File: src/rtl/fetch_unit_pkg.sv
// Shared types and constants for the instruction fetch stage.
package fetch_pkg;

    localparam int INSTR_W = 32;
    localparam int PC_W    = 32;

    localparam logic [PC_W-1:0] PC_STEP = 32'd4;

    // FETCH issues requests normally; DROP waits out a request whose word is stale.
    typedef enum logic {
        FETCH = 1'b0,
        DROP  = 1'b1
    } fetch_state_e;

    typedef struct packed {
        logic [PC_W-1:0]    pc;
        logic [INSTR_W-1:0] instr;
    } fetch_entry_t;

endpackage

File: src/rtl/fetch_unit_if.sv
// Memory request bus, instruction delivery bus and redirect for the fetch stage.
interface fetch_unit_if;
    import fetch_pkg::*;

    logic               mem_req;
    logic [PC_W-1:0]    mem_addr;
    logic               mem_ack;
    logic [INSTR_W-1:0] mem_rdata;

    logic               instr_valid;
    logic               instr_ready;
    logic [INSTR_W-1:0] instr;
    logic [PC_W-1:0]    instr_pc;

    logic               redirect;
    logic [PC_W-1:0]    redirect_pc;

    modport master (
        output mem_req, mem_addr, instr_valid, instr, instr_pc,
        input  mem_ack, mem_rdata, instr_ready, redirect, redirect_pc
    );

    modport slave (
        input  mem_req, mem_addr, instr_valid, instr, instr_pc,
        output mem_ack, mem_rdata, instr_ready, redirect, redirect_pc
    );
endinterface

File: src/rtl/fetch_unit_fifo.sv
// Small synchronous FIFO of {pc, instr} entries with flush; pointers carry
// one extra wrap bit so full and empty are distinguishable.
module fetch_fifo
    import fetch_pkg::*;
#(
    parameter int DEPTH = 2
) (
    input  logic                     clk,
    input  logic                     reset,
    input  logic                     push,
    input  fetch_entry_t             push_data,
    input  logic                     pop,
    input  logic                     flush,
    output logic [$clog2(DEPTH):0]   count,
    output fetch_entry_t             head
);
    localparam int AW = $clog2(DEPTH);
    localparam logic [AW:0] CNT_FULL = (AW+1)'(DEPTH);

    fetch_entry_t mem [DEPTH];
    logic [AW:0]  wr_ptr, rd_ptr;

    assign count = wr_ptr - rd_ptr;
    assign head  = mem[rd_ptr[AW-1:0]];

    // Storage and pointers; flush rewinds both pointers to empty.
    always_ff @(posedge clk or negedge reset) begin
        if (!reset) begin
            wr_ptr <= '0;
            rd_ptr <= '0;
            for (int i = 0; i < DEPTH; i++) mem[i] <= '0;
        end else if (flush) begin
            wr_ptr <= '0;
            rd_ptr <= '0;
        end else begin
            if (push && count != CNT_FULL) begin
                mem[wr_ptr[AW-1:0]] <= push_data;
                wr_ptr <= wr_ptr + 1'b1;
            end
            if (pop && count != '0) rd_ptr <= rd_ptr + 1'b1;
        end
    end
endmodule

File: src/rtl/fetch_unit.sv
// Instruction fetch stage: owns the fetch PC, requests words from instruction
// memory, buffers them with their PCs, and restarts on redirect. A request
// already on the bus is never withdrawn, so a redirect during a wait parks the
// new target until the stale word comes back.
module fetch_unit
    import fetch_pkg::*;
#(
    parameter logic [PC_W-1:0] RESET_PC = 32'h0000_0000,
    parameter int              DEPTH    = 2
) (
    input  logic          clk,
    input  logic          reset,
    fetch_unit_if.master  bus
);
    localparam int AW = $clog2(DEPTH);
    localparam logic [AW:0] CNT_FULL = (AW+1)'(DEPTH);

    fetch_state_e    state, state_n;
    logic [PC_W-1:0] fetch_pc, fetch_pc_n;
    logic [PC_W-1:0] pend_pc, pend_pc_n;
    logic            run;
    logic [AW:0]     count;
    fetch_entry_t    head, push_data;
    logic            push, pop, flush, fire;
    logic [PC_W-1:0] target;

    // Requests start one edge after reset release, then follow FIFO space.
    assign bus.mem_req     = run && (state == DROP || count != CNT_FULL);
    assign bus.mem_addr    = fetch_pc;
    assign bus.instr_valid = (count != '0);
    assign bus.instr       = head.instr;
    assign bus.instr_pc    = head.pc;

    assign fire      = bus.mem_req && bus.mem_ack;
    assign target    = bus.redirect_pc & ~32'd3;
    assign push_data = '{pc: fetch_pc, instr: bus.mem_rdata};

    // State, PC and pending-target registers.
    always_ff @(posedge clk or negedge reset) begin
        if (!reset) begin
            state    <= FETCH;
            fetch_pc <= RESET_PC;
            pend_pc  <= '0;
            run      <= 1'b0;
        end else begin
            state    <= state_n;
            fetch_pc <= fetch_pc_n;
            pend_pc  <= pend_pc_n;
            run      <= 1'b1;
        end
    end

    // Next-state logic; redirect outranks push and pop.
    always_comb begin
        state_n    = state;
        fetch_pc_n = fetch_pc;
        pend_pc_n  = pend_pc;
        push       = 1'b0;
        flush      = bus.redirect;
        pop        = bus.instr_valid && bus.instr_ready && !bus.redirect;
        unique case (state)
            FETCH: begin
                if (bus.redirect) begin
                    if (!bus.mem_req || fire) begin
                        fetch_pc_n = target;
                    end else begin
                        state_n   = DROP;
                        pend_pc_n = target;
                    end
                end else if (fire) begin
                    push       = 1'b1;
                    fetch_pc_n = fetch_pc + PC_STEP;
                end
            end
            DROP: begin
                if (bus.redirect) pend_pc_n = target;
                if (fire) begin
                    fetch_pc_n = bus.redirect ? target : pend_pc;
                    state_n    = FETCH;
                end
            end
            default: state_n = FETCH;
        endcase
    end

    fetch_fifo #(.DEPTH(DEPTH)) u_fifo (
        .clk       (clk),
        .reset     (reset),
        .push      (push),
        .push_data (push_data),
        .pop       (pop),
        .flush     (flush),
        .count     (count),
        .head      (head)
    );
endmodule
File: src/flat_wrapper.sv
// flat-port wrapper written by rule: the top's interface ports become plain ports
module fetch_unit_flat import fetch_pkg::*;
#(
    parameter logic [PC_W-1:0] RESET_PC = 32'h0000_0000,
    parameter int              DEPTH    = 2
)
  (clk, reset, bus_mem_req, bus_mem_addr, bus_instr_valid, bus_instr, bus_instr_pc, bus_mem_ack, bus_mem_rdata, bus_instr_ready, bus_redirect, bus_redirect_pc);
  fetch_unit_if bus_i ();
  input  logic clk;
  input  logic reset;
  output wire logic [$bits(bus_i.mem_req)-1:0] bus_mem_req;
  output wire logic [$bits(bus_i.mem_addr)-1:0] bus_mem_addr;
  output wire logic [$bits(bus_i.instr_valid)-1:0] bus_instr_valid;
  output wire logic [$bits(bus_i.instr)-1:0] bus_instr;
  output wire logic [$bits(bus_i.instr_pc)-1:0] bus_instr_pc;
  input wire logic [$bits(bus_i.mem_ack)-1:0] bus_mem_ack;
  input wire logic [$bits(bus_i.mem_rdata)-1:0] bus_mem_rdata;
  input wire logic [$bits(bus_i.instr_ready)-1:0] bus_instr_ready;
  input wire logic [$bits(bus_i.redirect)-1:0] bus_redirect;
  input wire logic [$bits(bus_i.redirect_pc)-1:0] bus_redirect_pc;
  assign bus_mem_req = bus_i.mem_req;
  assign bus_mem_addr = bus_i.mem_addr;
  assign bus_instr_valid = bus_i.instr_valid;
  assign bus_instr = bus_i.instr;
  assign bus_instr_pc = bus_i.instr_pc;
  assign bus_i.mem_ack = bus_mem_ack;
  assign bus_i.mem_rdata = bus_mem_rdata;
  assign bus_i.instr_ready = bus_instr_ready;
  assign bus_i.redirect = bus_redirect;
  assign bus_i.redirect_pc = bus_redirect_pc;
  fetch_unit #(.RESET_PC(RESET_PC), .DEPTH(DEPTH)) u_core (.clk(clk), .reset(reset), .bus(bus_i));
endmodule
File: config.mk
export PLATFORM = sky130hd
export DESIGN_NAME = fetch_unit_flat
export DESIGN_NICKNAME = d
export VERILOG_FILES = /design/src/rtl/fetch_unit_pkg.sv /design/src/rtl/fetch_unit_if.sv /design/src/rtl/fetch_unit_fifo.sv /design/src/rtl/fetch_unit.sv /design/src/flat_wrapper.sv
export SDC_FILE = /design/constraint.sdc
export NUM_CORES = 1
export LEC_CHECK = 0
export CORE_AREA = 2 2 172 174
export DETAILED_ROUTE_END_ITERATION = 10
export DIE_AREA = 0 0 174 176
export PLACE_DENSITY_LB_ADDON = 0.1
export SYNTH_ARGS = -nofsm -noshare
export SYNTH_HDL_FRONTEND = slang
export SYNTH_SLANG_ARGS = --single-unit
File: constraint.sdc
create_clock -name clk -period 2 [get_ports clk]
set_clock_uncertainty 0.05 [all_clocks]
set_input_delay 0.5 -clock clk [delete_from_list [all_inputs] [get_ports clk]]
set_output_delay 0.5 -clock clk [all_outputs]
set_load 0.01 [all_outputs]
==> run_results.csv <==
group,metric,value,unit
clock_tree,root_buffer,"clkbuf_16",
setup_path,endpoint_kind,"primary output",
setup_path,crit_path_frequent_cell,"buf_12",
timing,setup_viol,223,
synthesis,synthesis.nets,821,
finish,area_growth,47.0,%
setup_path,crit_path_top_delay_cell,"dfrtp_4",
synthesis,synth_flop_cell,"dfrtp_1",
timing,min_period_over_period,117,%
setup_path,critical_path_depth,5,
job,maxCapViolCount,0,
finish,fin_cells,1434,
detailed_routing,wirelength,28.2,mm
setup_path,cp.arrival,1.80,ns
worst_hold_path,holdPathStages,1,
detailed_routing,vias,7152,
synthesis,netlist_area,9340,µm²
setup_path,crit_type,"reg2out",
die,dieArea,30600,µm²
place,portBuffers,164,
setup_path,critPathLaunchType,"flip-flop",
pwr,peakVddDrop,0.000620,V
clock_tree,clk_path_buf_depth,2,
timing,worst_hold_slack,0.439,ns
detailed_routing,drt-initial-drc-count,389,
setup_path,crit_chain,"buf_12 > buf_12 > buf_16 > mux2_4 > buf_6",
global_routing,track_usage,17.4,%
synthesis,synth_area_per_cell,12.4,µm²
synthesis,ys_warn_count,0,
setup_path,critPathMaxFanout,7,
pwr,p_total,14000,µW
global_routing,grt_max_degree,51,
die,die_h,176,µm
timing,worst_slack,-0.349,ns
synthesis,ys_seq_area_share,53.1,%
worst_hold_path,hold_class,"reg2reg",
setup_path,cp_top_family,"buffers and inverters",
place,gp_congestion,0.810,
timing,tns,-37.30,ns
clock_tree,tritoncts,"built",
timing,finalMaxSlewViolations,0,
setup_path,reg2reg_depth,9,
synthesis,synthArstFlopShare,100,%
synthesis,synth_top_area_share,53.1,%
pwr,powerDensity,1020,nW/µm²
setup_path,cpPeakStageDelay,0.51,ns
synthesis,synth_edf_count,0,
detailed_routing,firstDrtPassIters,4,
global_routing,antenna_found_initial,1,
detailed_routing,routedWlPerCell,19.6,µm
setup_path,worstPathRequired,1.45,ns
clock_tree,clk_latency,0.43,ns
pwr,p_leak,0.00631,µW
global_routing,grt_pass1_wl,41.7,mm
outcome,status,"finished, violations left",
timing,fmax,0.426,GHz
clock_tree,cts_sinks,198,
synthesis,netlist_instances,751,
die,pin_count,167,
synthesis,ys_seq_elements,198,
global_routing,grt_overflow_total,0,
setup_path,cp_num_buf_inv,4,
clock_tree,path_clk_slew,0.08,ns
finish,multiInputGateArea,4270,µm²
timing,period_needed,2.35,ns
die,initial_core_util,32.7,%
outcome,violations,"negative setup slack",
place,dp_hpwl,18.0,mm
synthesis,yosys.area.top_type,"dfrtp_1",
global_routing,grt_pass1_vias,7175,
clock_tree,numCtsBuffers,17,
finish,fillCellCount,2637,
detailed_routing,final_antenna_net_count,0,
timing,finalHoldViolCount,0,
finish,layout.area.seq,4960,µm²
clock_tree,htree_levels,4,
detailed_routing,drc,0,
detailed_routing,vias_per_cell,4.99,
finish,final_nets,1106,
timing,rsz0062_at_grt,"true",
synthesis,synthTopCellsByArea,"dfrtp_1 53%, mux2_2 25%, o21ai_0 2.4%, a21oi_1 1.7%, nand2_1 1.6%",
die,core_area,28500,µm²
die,std_cell_rows,62,
place,dp_cells,1370,
finish,drive_above_1_share,47.3,%
die,die_w,174,µm
synthesis,synthDistinctLibCells,59,
==> placed cells by master (no fill, tap or decap), types with 28 or more instances in the layout <==
master	n
nand2_1	40
o21ai_0	44
dlymetal6s2s_1	28
a21oi_1	30
buf_6	53
buf_4	102
nor2_1	30
clkbuf_16	29
mux2_2	208
dfrtp_1	193
clkdlybuf4s50_1	69
==> cells by family (layout without fill, tap and decap cells) <==
kind of cell / Yosys count / after routing / share of synthesized area [%]
and+or+nand+nor: 132 / 132 / 7.32
xor gates and xnor gates: 8 / 8 / 0.750
adders and majority gates: 1 / 1 / 0.134
other: 1 / 2 / 0.0402
AOI/OAI and AO/OA: 138 / 138 / 9.46
muxes: 218 / 218 / 26.3
buffers and inverters: 55 / 353 / 2.97
DFF: 198 / 198 / 53.1
==> cell usage after synthesis, types with 7 or more instances <==
cell type	n
and2_1	7
buf_2	12
a22o_1	8
dfrtp_1	198
a31oi_1	8
a21oi_1	32
nand3_1	13
nor2_1	33
mux2_2	211
clkbuf_1	21
buf_6	7
o21ai_0	45
nand2_1	41
and3_1	10
inv_1	8
==> flip-flops by register name (all words and copies together), names as in the netlist <==
signal                count
u_core.run                1
u_core.bus.mem_addr      32
u_core.state              1
u_core.u_fifo.rd_ptr      2
u_core.u_fifo.wr_ptr      2
u_core.pend_pc           32
u_core.u_fifo.mem       128
==> timing repair <==
action / in CTS / in global routing
buffers inserted: 3 / 11
setup endpoints to repair: 276 / 250
pin swaps: 0 / 7
resized for setup: 344 / 59
hold buffers: 1 / 0
gates cloned: 4 / 13
hold endpoints to repair: 43 / 0
==> final cells by class <==
type / instances / share of cell area, %
Inverter: 9 / 0.246
Tap cell: 384 / 3.50
Clock buffer: 19 / 3.23
Multi-Input combinational cell: 498 / 31.1
Clock inverter: 13 / 0.966
Sequential cell: 198 / 36.2
Timing Repair Buffer: 312 / 24.8
Antenna cell: 1 / 0.0182
==> final timing paths <==
check	start	end	slack [ns]
setup / recovery	u_core.u_fifo.rd_ptr[0]	bus_instr[29]	-0.35
hold / removal	u_core.u_fifo.mem[75]	u_core.u_fifo.mem[75]	0.44
setup reg to reg	u_core.u_fifo.rd_ptr[0]	u_core.u_fifo.mem[65]	-0.22
min in group asynchronous	reset	u_core.u_fifo.mem[6]	0.52
hold reg to reg	u_core.u_fifo.mem[75]	u_core.u_fifo.mem[75]	0.44
max in group asynchronous	reset	u_core.bus.mem_addr[25]	0.70
==> power breakdown <==
group / internal [µW] / leakage (µW) / switching (µW)
Sequential: 5030 / 0.00245 / 523
Combinational: 2970 / 0.00357 / 2080
Clock: 1700 / 0.000285 / 1730
Total: 9710 / 0.00631 / 4330
==> metrics by stage <==
stage / util [%] / cell area (µm²) / setup slack (ns)
CTS: 46.0 / 13100 / -0.369
global route: 48.1 / 13700 / -0.401
detailed placement: 43.1 / 12300 / -0.514
finish: 48.1 / 13700 / -0.349
floorplan: - / 9340 / 0.0112
global placement: 43.1 / 12300 / -0.525
==> per-layer routing <==
metal	vias to the layer above	GRT usage (%)	wire length, µm
li1	3337	-	-
met1	3635	24.2	13700
met2	164	28.7	13300
met5	-	0	0
met3	16	2.63	875
met4	0	4.06	280
Power figures use the tool's default switching activity.
